--- src/rtl/zone_scheduler.sv ---
// zone_scheduler: four-zone irrigation sequencer with round-robin grant.
// Button presses are synchronized and queued in pending. One zone is watered
// at a time for its short or long duration. Every watering period is followed
// by a pump-off gap. An abort press cuts watering short, or clears the queue
// when no zone is watering.
// Ports:
//   CLOCK_50  : clock; all state changes on its rising edge
//   reset_n   : asynchronous active-low reset
//   req_n     : active-low zone request buttons (asynchronous)
//   abort_n   : active-low abort button (asynchronous)
//   valve     : one-hot open valve
//   pump      : pump enable, high exactly when a valve is open
//   zone      : index of the zone being watered
//   pending   : queued zone requests
//   busy_led  : high while watering or in the gap
//   idle_led  : high while idle
//   done      : one-cycle pulse when a zone completes its full duration
module zone_scheduler #(
  parameter int unsigned CLK_DIV   = 50000000,
  parameter int unsigned SHORT_SEC = 3,
  parameter int unsigned LONG_SEC  = 6,
  parameter logic [3:0]  LONG_MASK = 4'b1100,
  parameter int unsigned GAP_SEC   = 1
) (
  input  logic       CLOCK_50,
  input  logic       reset_n,
  input  logic [3:0] req_n,
  input  logic       abort_n,
  output logic [3:0] valve,
  output logic       pump,
  output logic [1:0] zone,
  output logic [3:0] pending,
  output logic       busy_led,
  output logic       idle_led,
  output logic       done
);

  localparam int unsigned PW = (CLK_DIV > 1) ? $clog2(CLK_DIV) : 1;

  localparam logic [1:0] ST_IDLE  = 2'd0;
  localparam logic [1:0] ST_WATER = 2'd1;
  localparam logic [1:0] ST_GAP   = 2'd2;

  // Synchronizer stages plus one history stage for falling-edge detection
  logic [3:0]    req_s1_q, req_s1_d, req_s2_q, req_s2_d, req_s3_q, req_s3_d;
  logic          abt_s1_q, abt_s1_d, abt_s2_q, abt_s2_d, abt_s3_q, abt_s3_d;
  logic [1:0]    state_q, state_d;
  logic [3:0]    valve_q, valve_d;
  logic          pump_q, pump_d;
  logic [1:0]    zone_q, zone_d;
  logic [3:0]    pending_q, pending_d;
  logic [1:0]    last_grant_q, last_grant_d;
  logic          done_q, done_d;
  logic          busy_q, busy_d;
  logic          idle_q, idle_d;
  logic [PW-1:0] presc_q, presc_d;
  logic [3:0]    sec_q, sec_d;

  logic [3:0] req_press_c;
  logic       abort_press_c;
  logic [1:0] grant_c;
  logic [3:0] grant_oh_c;
  logic [3:0] dur_c;
  logic [3:0] gap_c;
  logic       tick_c;
  logic       water_end_c;
  logic       gap_end_c;

  // Synchronizer chain; a press is a synchronized high-to-low transition
  always_comb begin
    req_s1_d      = req_n;
    req_s2_d      = req_s1_q;
    req_s3_d      = req_s2_q;
    abt_s1_d      = abort_n;
    abt_s2_d      = abt_s1_q;
    abt_s3_d      = abt_s2_q;
    req_press_c   = req_s3_q & ~req_s2_q;
    abort_press_c = abt_s3_q & ~abt_s2_q;
  end

  // Round-robin search from last_grant+1; the lowest offset found wins
  always_comb begin
    logic [1:0] idx;
    grant_c = last_grant_q;
    for (int k = 3; k >= 0; k--) begin
      idx = last_grant_q + 2'(k + 1);
      if (pending_q[idx]) grant_c = idx;
    end
    grant_oh_c = 4'b0001 << grant_c;
  end

  // Durations in seconds; zero is treated as one
  always_comb begin
    dur_c = LONG_MASK[zone_q] ? 4'(LONG_SEC) : 4'(SHORT_SEC);
    if (dur_c == 4'd0) dur_c = 4'd1;
    gap_c = (4'(GAP_SEC) == 4'd0) ? 4'd1 : 4'(GAP_SEC);
    tick_c      = (presc_q == PW'(CLK_DIV - 1));
    water_end_c = tick_c && (sec_q == dur_c - 4'd1);
    gap_end_c   = tick_c && (sec_q == gap_c - 4'd1);
  end

  // Next-state and registered-output logic
  always_comb begin
    state_d      = state_q;
    valve_d      = valve_q;
    pump_d       = pump_q;
    zone_d       = zone_q;
    pending_d    = pending_q | req_press_c;
    last_grant_d = last_grant_q;
    done_d       = 1'b0;

    case (state_q)
      ST_IDLE: begin
        if (abort_press_c) begin
          pending_d = req_press_c;
        end else if (pending_q != 4'd0) begin
          state_d      = ST_WATER;
          valve_d      = grant_oh_c;
          pump_d       = 1'b1;
          zone_d       = grant_c;
          pending_d    = (pending_q & ~grant_oh_c) | req_press_c;
          last_grant_d = grant_c;
        end
      end
      ST_WATER: begin
        // Abort wins over a coinciding expiry and suppresses done
        if (abort_press_c || water_end_c) begin
          state_d = ST_GAP;
          valve_d = 4'd0;
          pump_d  = 1'b0;
          done_d  = !abort_press_c;
        end
      end
      ST_GAP: begin
        if (abort_press_c) pending_d = req_press_c;
        if (gap_end_c) state_d = ST_IDLE;
      end
      default: begin
        state_d = ST_IDLE;
        valve_d = 4'd0;
        pump_d  = 1'b0;
      end
    endcase

    // Timers restart on every state change and only run while busy
    presc_d = '0;
    sec_d   = 4'd0;
    if (state_d == state_q && state_q != ST_IDLE) begin
      presc_d = tick_c ? '0 : presc_q + PW'(1);
      sec_d   = tick_c ? sec_q + 4'd1 : sec_q;
    end

    busy_d = (state_d == ST_WATER) || (state_d == ST_GAP);
    idle_d = (state_d == ST_IDLE);
  end

  // State register
  always_ff @(posedge CLOCK_50 or negedge reset_n) begin
    if (!reset_n) begin
      req_s1_q     <= 4'hF;
      req_s2_q     <= 4'hF;
      req_s3_q     <= 4'hF;
      abt_s1_q     <= 1'b1;
      abt_s2_q     <= 1'b1;
      abt_s3_q     <= 1'b1;
      state_q      <= ST_IDLE;
      valve_q      <= 4'd0;
      pump_q       <= 1'b0;
      zone_q       <= 2'd0;
      pending_q    <= 4'd0;
      last_grant_q <= 2'd3;
      done_q       <= 1'b0;
      busy_q       <= 1'b0;
      idle_q       <= 1'b1;
      presc_q      <= '0;
      sec_q        <= 4'd0;
    end else begin
      req_s1_q     <= req_s1_d;
      req_s2_q     <= req_s2_d;
      req_s3_q     <= req_s3_d;
      abt_s1_q     <= abt_s1_d;
      abt_s2_q     <= abt_s2_d;
      abt_s3_q     <= abt_s3_d;
      state_q      <= state_d;
      valve_q      <= valve_d;
      pump_q       <= pump_d;
      zone_q       <= zone_d;
      pending_q    <= pending_d;
      last_grant_q <= last_grant_d;
      done_q       <= done_d;
      busy_q       <= busy_d;
      idle_q       <= idle_d;
      presc_q      <= presc_d;
      sec_q        <= sec_d;
    end
  end

  assign valve    = valve_q;
  assign pump     = pump_q;
  assign zone     = zone_q;
  assign pending  = pending_q;
  assign busy_led = busy_q;
  assign idle_led = idle_q;
  assign done     = done_q;

endmodule

--- config.mk ---
export PLATFORM = sky130hd
export DESIGN_NAME = zone_scheduler
export DESIGN_NICKNAME = d
export VERILOG_FILES = /design/src/rtl/zone_scheduler.sv
export SDC_FILE = /design/constraint.sdc
export NUM_CORES = 1
export LEC_CHECK = 0
export CAP_MARGIN = 0
export CORE_ASPECT_RATIO = 0.75
export CORE_UTILIZATION = 40
export DETAILED_ROUTE_END_ITERATION = 10
export GPL_TIMING_DRIVEN = 0
export HOLD_SLACK_MARGIN = 0.02
export PLACE_DENSITY_LB_ADDON = 0.05
export SETUP_SLACK_MARGIN = 0.2
export SYNTH_ARGS = -nofsm -noshare
export SYNTH_HDL_FRONTEND = slang
export SYNTH_SLANG_ARGS = --single-unit
--- constraint.sdc ---
create_clock -name CLOCK_50 -period 5.8 [get_ports CLOCK_50]
set_input_delay 0.58 -clock CLOCK_50 [delete_from_list [all_inputs] [get_ports CLOCK_50]]
set_output_delay 0.58 -clock CLOCK_50 [all_outputs]
set_load 0.02 [all_outputs]
Word level (Yosys, flattened, before mapping)

Cells that the tools add are included.

Register bits: 63

Add/subtract/negate cells: 6
Equality and inequality tests: 11
Multiplexer cells: 36
Reduce and logical (&&, ||, !) cells: 14
Shift-type cells: 1
Bitwise gates (word level): 10
$lt $le $gt $ge: 4

Operators by type and width:

| cell                  | number |
|---|---|
| $mux 26               | 2 |
| $mux 4                | 8 |
| $add 26x1->26 const B | 1 |
| $eq 26x26->1 const B  | 1 |
| $mux 2                | 7 |
| $lt 2x3->1 const B    | 4 |
| $pmux 4 s3            | 1 |
| $mux 1                | 9 |
| $and 4x4->4           | 2 |
| $bmux 1 s2            | 4 |
| $logic_not 4->1       | 2 |
| $ne 2x2->1 const B    | 4 |
| $not 4->4             | 2 |
| $or 4x4->4            | 2 |
| $pmux 4 s2            | 1 |
| $mux 3                | 2 |
| $pmux 2 s3            | 1 |
| $add 2x2->2 const B   | 2 |
| $add 4x1->4 const B   | 1 |
| $eq 2x1->1 const B    | 2 |
| $eq 2x2->1 const B    | 2 |
| $eq 4x4->1            | 1 |
| $logic_not 2->1       | 2 |
| $reduce_and 4->1      | 1 |
| other kinds (13)      | 18 |

Logic depth before layout (Yosys ltp)

Depth after elaboration: 14
Depth in mapped cells: 7
Depth with buffers taken out: 7

Worst setup path before layout

No wires, ideal clock.

Path type: register -> register
Start: register presc_q[8]
End: register busy_q, in the netlist busy_led
Cell stages (with the launch flop): 7
Data arrival time: 1.935 ns
Setup time: 0.126 ns
Setup slack: 3.739 ns
Required time: 5.674 ns
Buffers on the path: 1
Path through: dfrtp_1 nor4_4 nand4_1 or4_1 clkbuf_1 a21oi_1 ha_1

Cells in the longest elaborated chain, start to end: 7
Elaborated cells on any way between the ends: 10

Ends and longest elaborated chain:

| item                                            | RTL line | source |
|---|---|---|
| start: declaration                              | 56       | `logic [PW-1:0] presc_q, presc_d;` |
| start signal: assignment                        | 193      | `presc_q <= presc_d;` |
| $eq 26x26->1 (*)                                | 97       | `tick_c = (presc_q == PW'(CLK_DIV - 1));` |
| $logic_and 1x1->1                               | 98       | `water_end_c = tick_c && (sec_q == dur_c - 4'd1);` |
| $logic_or 1x1->1                                | 127      | `if (abort_press_c \|\| water_end_c) begin` |
| $mux 2                                          | 127      |  |
| $pmux 2 s3 (*)                                  | 112      | `case (state_q)` |
| $eq 2x1->1 / $eq 2x2->1 (equally long branches) | 153      | `busy_d = (state_d == ST_WATER) \|\| (state_d == ST_GAP);` |
| $logic_or 1x1->1 (*)                            | 153      |  |
| via busy_d                                      | 54       | `logic busy_q, busy_d;` |
| end signal: assignment                          | 191      | `busy_q <= busy_d;` |
| end: declaration                                | 54       |  |

Mark *: on every way through the listed nets, which the timed path passes. The rest lies on a longest branch.
A chain may end at the register's enable or synchronous reset.

Final worst setup path

Same ends and word-level chain as after synthesis.

==> tab_implementation.tex <==
\begin{tabular}{lr}
\hline
Metric & Value \\
\hline
\multicolumn{2}{l}{\textbf{Pwr}} \\
Leakage power total & between 0.001 and 0.0015 µW \\
Proportion of power drawn by combinational gates & a little under a third \\
P\_int & 948 µW \\
Net load switching power & approximately 520 µW \\
Worst supply voltage drop on vdd & between 0.15 and 0.2 mV \\
Sw Ratio & roughly a third \\
Overall power consumption & 1470 µW \\
Clk network pwr share & between 20 and 30\% \\
Fraction of power consumed by sequential logic & about two fifths \\
Power density over cell area & 427 nW/µm² \\
\multicolumn{2}{l}{\textbf{CTS}} \\
CTS Root Buffer Type & clkbuf\_8 \\
Number of H-tree levels & 3 \\
Clock sink count & 63 \\
Post-CTS setup-driven buffer insertion count & 0 \\
Hold buffers post-CTS & 0 \\
Resized Gates After CTS & 0 \\
Number of clock buffers inserted by TritonCTS & 9 \\
Max clock buf depth & 2 \\
Worst skew pair latency & between 0.3 and 0.4 ns \\
TritonCTS clock tree & built \\
Clock-pin slew of the registers on the worst-case setup and hold paths & $\sim$0.07 ns \\
\multicolumn{2}{l}{\textbf{STA}} \\
Final TNS setup & 0 ns \\
Final-report hold violation count & 0 \\
Final critical-path required period & $\sim$2.3 ns \\
Setup repair after global routing missed its margin & no \\
Worst Tran Pin Value & 0.776 ns \\
Layout Skew & between 0.005 and 0.006 ns \\
Slew Limit Headroom & between 40\% and 50\% \\
Final Max Tran Viols & 0 \\
Number of setup violations in the final report & 0 \\
Share of the clock period used by the worst path after layout & between 30 and 40\% \\
Max Freq & about 0.44 GHz \\
\multicolumn{2}{l}{\textbf{Synthesis}} \\
Ranking of synthesized cells by area & dfrtp\_1 (39\%), dfstp\_2 (16\%), xnor2\_1 (5.2\%) \\
Nets in the synthesized netlist & around 280 \\
Total of flip-flops plus latches after synthesis & 63 \\
Unique cell type count in the Yosys netlist & between 50 and 60 \\
Area of the mapped netlist & a little under 3000 µm² \\
Primary FF master, synth & dfrtp\_1 \\
Yosys warns & 0 \\
Post-Synthesis Cells & between 200 and 300 \\
Share of the synthesized area in the top cell type & 39.0\% \\
Share of synthesized flip-flops with an asynchronous set or reset & between 90\% and 100\% \\
Post-Synthesis Mean Instance Area & approximately 11 µm² \\
Count of flip-flops with a built-in enable after synthesis & 0 \\
Share of the yosys chip area belonging to registers & 55.3\% \\
Top cell type by total area after synthesis & dfrtp\_1 \\
\multicolumn{2}{l}{\textbf{Finish}} \\
Fraction of layout cells with a size suffix above 1 & between 15 and 20\% \\
Fill count & $\sim$640 \\
Ant diodes & 0 \\
Area overhead of the layout relative to synthesis & 18.8\% \\
Post-route design area & roughly 3400 µm² \\
Final \#Nets & approximately 320 \\
\multicolumn{2}{l}{\textbf{Placed design}} \\
Sum of net half-perimeters after detailed placement & $\sim$4 mm \\
Number of input and output port buffers inserted & 20 \\
Area after DPL & roughly 3200 µm² \\
Global placement routability congestion & between 0.7 and 0.8 \\
\multicolumn{2}{l}{\textbf{Critical path}} \\
Arr. time, crit path & between 2 and 3 ns \\
Required @ worst endpoint & 6.03 ns \\
Crit start category & register \\
Critical-path cell with the highest stage delay & or4\_1 \\
Largest stage delay, worst path & between 0.5 and 0.6 ns \\
Launching element of the worst setup path & presc\_q[8] \\
Reg2reg start & presc\_q[8] \\
CP Buf/Inv Count & 1 \\
Setup Crit Path Kind & reg2reg \\
R2R Setup Slk & about 3.5 ns \\
Capturing element type of the critical path & register \\
Critical path, cell by cell & nor4\_4 -> nand4\_1 -> or4\_1 -> clkbuf\_1 -> a21oi\_1 -> ha\_1 \\
Top delay family on crit path & simple AND/OR/NAND/NOR gates \\
Largest fanout on the critical path & 6 \\
\multicolumn{2}{l}{\textbf{Drt}} \\
Routed vias & 2,009 \\
Initial detailed-routing violation count & $\sim$130 \\
DRT Pass-1 Iters & 4 \\
Routed wire length & 5.89 mm \\
Drt wl/cell & approximately 14 µm \\
Antenna viol nets, final & 0 \\
DRC violation count after routing & 0 \\
Vias per cell & 4.94 \\
\multicolumn{2}{l}{\textbf{Global route}} \\
Number of antenna violations at the first check in global routing & 0 \\
Global route overflow & 0 \\
Pin count of the biggest net entering global routing & 64 \\
Overall track demand over capacity in global routing & around 18\% \\
Wire length of the first global-routing pass & 9.76 mm \\
Via count of the first global-routing pass & 1,884 \\
\multicolumn{2}{l}{\textbf{Floorplan}} \\
Die outline area & $\sim$7600 µm² \\
X dimension of the die & $\sim$100 µm \\
Core area & approximately 6900 µm² \\
Row count & 26 \\
Die Y-Extent & approximately 76 µm \\
Number of top-level pins & 21 \\
Initial cell density of the core & 41.9\% \\
\multicolumn{2}{l}{\textbf{Outcome}} \\
Status & completed \\
\multicolumn{2}{l}{\textbf{Hold path}} \\
Min-delay worst type & in2async \\
\multicolumn{2}{l}{\textbf{Run}} \\
Maximum capacitance violations & 0 \\
\hline
\end{tabular}
-- kinds of logic after synthesis --
logic type / after synthesis / synth area share, %
adders and majority gates: 4 / 1.73
muxes: 1 / 0.346
and+or+nand+nor: 122 / 23.1
AOI/OAI and AO/OA: 41 / 9.92
buffers and inverters: 19 / 2.56
xor gates and xnor gates: 23 / 6.97
DFF: 63 / 55.3
-- cell usage after synthesis (2+ instances only) --
master / instances
a21o_1: 2
a21oi_1: 5
a22oi_1: 2
a31oi_1: 2
and2_1: 3
and4_1: 2
buf_2: 2
clkbuf_1: 3
dfrtp_1: 45
dfstp_2: 18
ha_1: 4
inv_1: 14
nand2_1: 27
nand2b_1: 3
nand3_1: 9
nand4_1: 5
nor2_1: 37
nor2b_1: 3
nor3_1: 10
nor4_1: 3
nor4_4: 2
o211ai_1: 2
o21a_1: 4
o21ai_0: 6
o22ai_1: 5
o2bb2ai_1: 2
or3_1: 3
or4_1: 2
xnor2_1: 17
xor2_1: 6
-- cell usage in the layout, fill, tap and decap left out, drive strengths merged, types with 6 or more instances in the layout --
cell type / count
nor4: 6
xor2: 6
clkdlybuf4s50: 19
clkbuf: 14
dfstp: 18
o21ai: 6
nand2: 27
xnor2: 17
dfrtp: 45
nand3: 10
nor3: 10
inv: 17
nor2: 37
-- final cells by class --
| class | count | area (µm²) | area share (%) |
|---|---|---|---|
| timing repair buffer | 20 | 198 | 5.76 |
| sequential | 63 | 1600 | 46.6 |
| inverter | 14 | 52.6 | 1.53 |
| tap | 98 | 123 | 3.57 |
| clock buffer | 11 | 163 | 4.74 |
| buffer | 5 | 21.3 | 0.620 |
| clock inverter | 5 | 60.1 | 1.75 |
| multi-input combinational | 191 | 1220 | 35.4 |
-- per-layer routing --
metal	GRT usage, %	wire length (µm)	vias to the layer above	share of wire, %
met2	22.5	2170	38	37
met5	0	0	-	0
li1	-	-	1019	-
met3	5.05	250	10	4.2
met4	7.25	105	0	1.8
met1	27.1	3360	942	57
-- flip-flops by register name, summed over array words and instances, names as in the netlist, 2 cells and up --
register and count:
presc_q 26, pending 4, req_s1_q 4, req_s2_q 4, req_s3_q 4, sec_q 4
valve 4, last_grant_q 2, state_q 2, zone 2
-- through the flow --
step	instances	util, %	hold slack [ns]	setup WS [ns]
after floorplan	273	-	0.284	3.74
after global placement	391	46.6	0.346	2.01
after detailed placement	391	46.5	0.347	3.51
after CTS	407	49.8	0.340	3.50
after global routing	407	49.8	0.361	3.35
final	407	49.8	0.310	3.51
-- power groups by stage --
stage,registers (µW),logic [µW],clock network (µW)
6_report,582,460,423
5_1_grt,592,508,457
4_1_cts,581,464,438
3_5_place_dp,589,462,0
3_3_place_gp,587,464,0
2_1_floorplan,619,253,0
-- path summary, 6_finish.rpt --
| path | endpoint | depth (start not counted) |
|---|---|---|
| worst max-delay path | busy_led | 6 |
| worst min-delay path | zone[0] | 1 |
| worst max register to register | busy_led | 6 |
| worst min register to register | req_s2_q[3] | 0 |
| max in group asynchronous | pending[3] | 1 |
| min in group CLOCK_50 | req_s2_q[3] | 0 |
(Power assumes the default switching activity.)
==> edit: new RTL, same flow settings <==
Add an input register stage for `req_n` and `abort_n`; this delays them by one clock.
--- a/src/rtl/zone_scheduler.sv
+++ b/src/rtl/zone_scheduler.sv
@@ -42,4 +42,12 @@
   localparam logic [1:0] ST_GAP   = 2'd2;
 
+  logic [3:0] req_n_q;
+  logic abort_n_q;
+
+  always_ff @(posedge CLOCK_50) begin
+    req_n_q   <= req_n;
+    abort_n_q <= abort_n;
+  end
+
   // Synchronizer stages plus one history stage for falling-edge detection
   logic [3:0]    req_s1_q, req_s1_d, req_s2_q, req_s2_d, req_s3_q, req_s3_d;
@@ -69,8 +77,8 @@
   // Synchronizer chain; a press is a synchronized high-to-low transition
   always_comb begin
-    req_s1_d      = req_n;
+    req_s1_d      = req_n_q;
     req_s2_d      = req_s1_q;
     req_s3_d      = req_s2_q;
-    abt_s1_d      = abort_n;
+    abt_s1_d      = abort_n_q;
     abt_s2_d      = abt_s1_q;
     abt_s3_d      = abt_s2_q;
Behaviour: not the same (Yosys sat finds a counterexample within 4 cycles, from zero or initial values and one cycle with reset_n low).
==> edit against the original RTL <==
Die area grew 8.3%; first-iteration DRC count grew 1.6%; setup slack lost 0.19 ns; clock power shrank 5.9%; synthesized cell count grew 10%; total power grew 4.9%; combinational power grew 11%; final area grew 6.7%; synthesized area grew 8.5%; sequential cell count grew 5; sequential power grew 7.6%; wire length grew 12%; clock skew grew 0.0039 ns; largest cell class unchanged.
==> edit: results (changes against the original RTL) <==
slowest CP cell=or4_4; Total GRT Usage=0.184 (+0.00814); Net Sw Frac=0.367 (+0.0143); share of the yosys chip area belonging to registers=0.542 (-0.0116); CP peak stage delay=0.60 ns (+0.08 ns); RD Place Congestion=0.830 (+12%); status=complete, no violations; hpwl dp=4.49 mm (+12%); Via density=5.43 (+10%); Hold Slack=0.291 ns (-0.0194 ns); global-route wire length before repair=11.6 mm (+19%); pwr dens=419 nW/µm² (-1.8%); fillcell total=689 (+7.3%); P_seq=626 µW (+7.6%); Post-synth top cells=dfrtp_1, nor2_1, a21oi_1; Post-DP Area=3460 µm² (+7.8%); Iteration-0 DRC Markers=129 (+1.6%); Rel. slew slack=0.476 (-0.00666); CP arrival=2.71 ns (+0.19 ns); pre-CTS setup slack=3.42 ns (-0.0891 ns); clk pwr=398 µW (-5.9%); reg-to-reg setup timing slack=3.32 ns (-0.19 ns); Synth area leaders=dfrtp_1, dfstp_2, dfxtp_1, a21oi_1, nor2_1; peak supply drop=0.178 mV (+7.6%); Post-Syn Instances=301 (+10%); Synth Net Count=312 (+9.9%); placed insts=422 (+7.9%); area grow syn2layout=16.8%; P_leak=0.00142 µW (+2.8%); Layout Skew=0.00937 ns (+0.00391 ns); Min-Delay Path Class=reg2reg
## edit: cell count changes in the layout (fill, tap and decap cells not counted), sizes merged, moves of 3 or more
cell,unedited run,this run
clkbuf,14,17
nand3,10,14
xnor2,17,6
a21oi,5,19
o31ai,0,5
or4,2,10
nor3,10,7
dfxtp,0,5
nand4,5,11
nand2b,3,6
o21ai,6,15
nand2,27,18
nor2,37,22
## edit: path summary, 6_finish.rpt
kind,startpoint,to,cells past startpoint
max,presc_q[9]$_DFF_PN0_,busy_led$_DFF_PN0_,5
min,req_n_q[2]$_DFF_P_,req_s1_q[2]$_DFF_PN1_,0
max reg2reg,presc_q[9]$_DFF_PN0_,busy_led$_DFF_PN0_,5
min reg2reg,req_n_q[2]$_DFF_P_,req_s1_q[2]$_DFF_PN1_,0
max in group asynchronous,reset_n,pending[3]$_DFF_PN0_,1
min in group asynchronous,reset_n,presc_q[17]$_DFF_PN0_,1
## edit: cell type report
cell class                 instances  share of cell area
buffer                            12              0.0157
clock buffer                       9              0.0338
clock inverter                     7              0.0219
inverter                          12              0.0123
multi-input combinational        209               0.364
sequential                        68               0.464
tap                              101              0.0345
timing repair buffer              20              0.0540
## edit: per-layer routing
metal / global-route usage / wire (µm) / up-vias
li1: - / - / 1169
met1: 0.285 / 3570 / 1155
met2: 0.240 / 2610 / 47
met3: 0.0432 / 302 / 7
met4: 0.0743 / 82 / 0
met5: 0 / 0 / -
## edit: kinds of logic after synthesis
family / after synthesis / synth area share
adders and majority gates: 4 / 0.0160
muxes: 2 / 0.00638
DFF: 68 / 0.542
AOI/OAI and AO/OA: 68 / 0.138
and+or+nand+nor: 124 / 0.234
xor gates and xnor gates: 11 / 0.0307
buffers and inverters: 24 / 0.0327
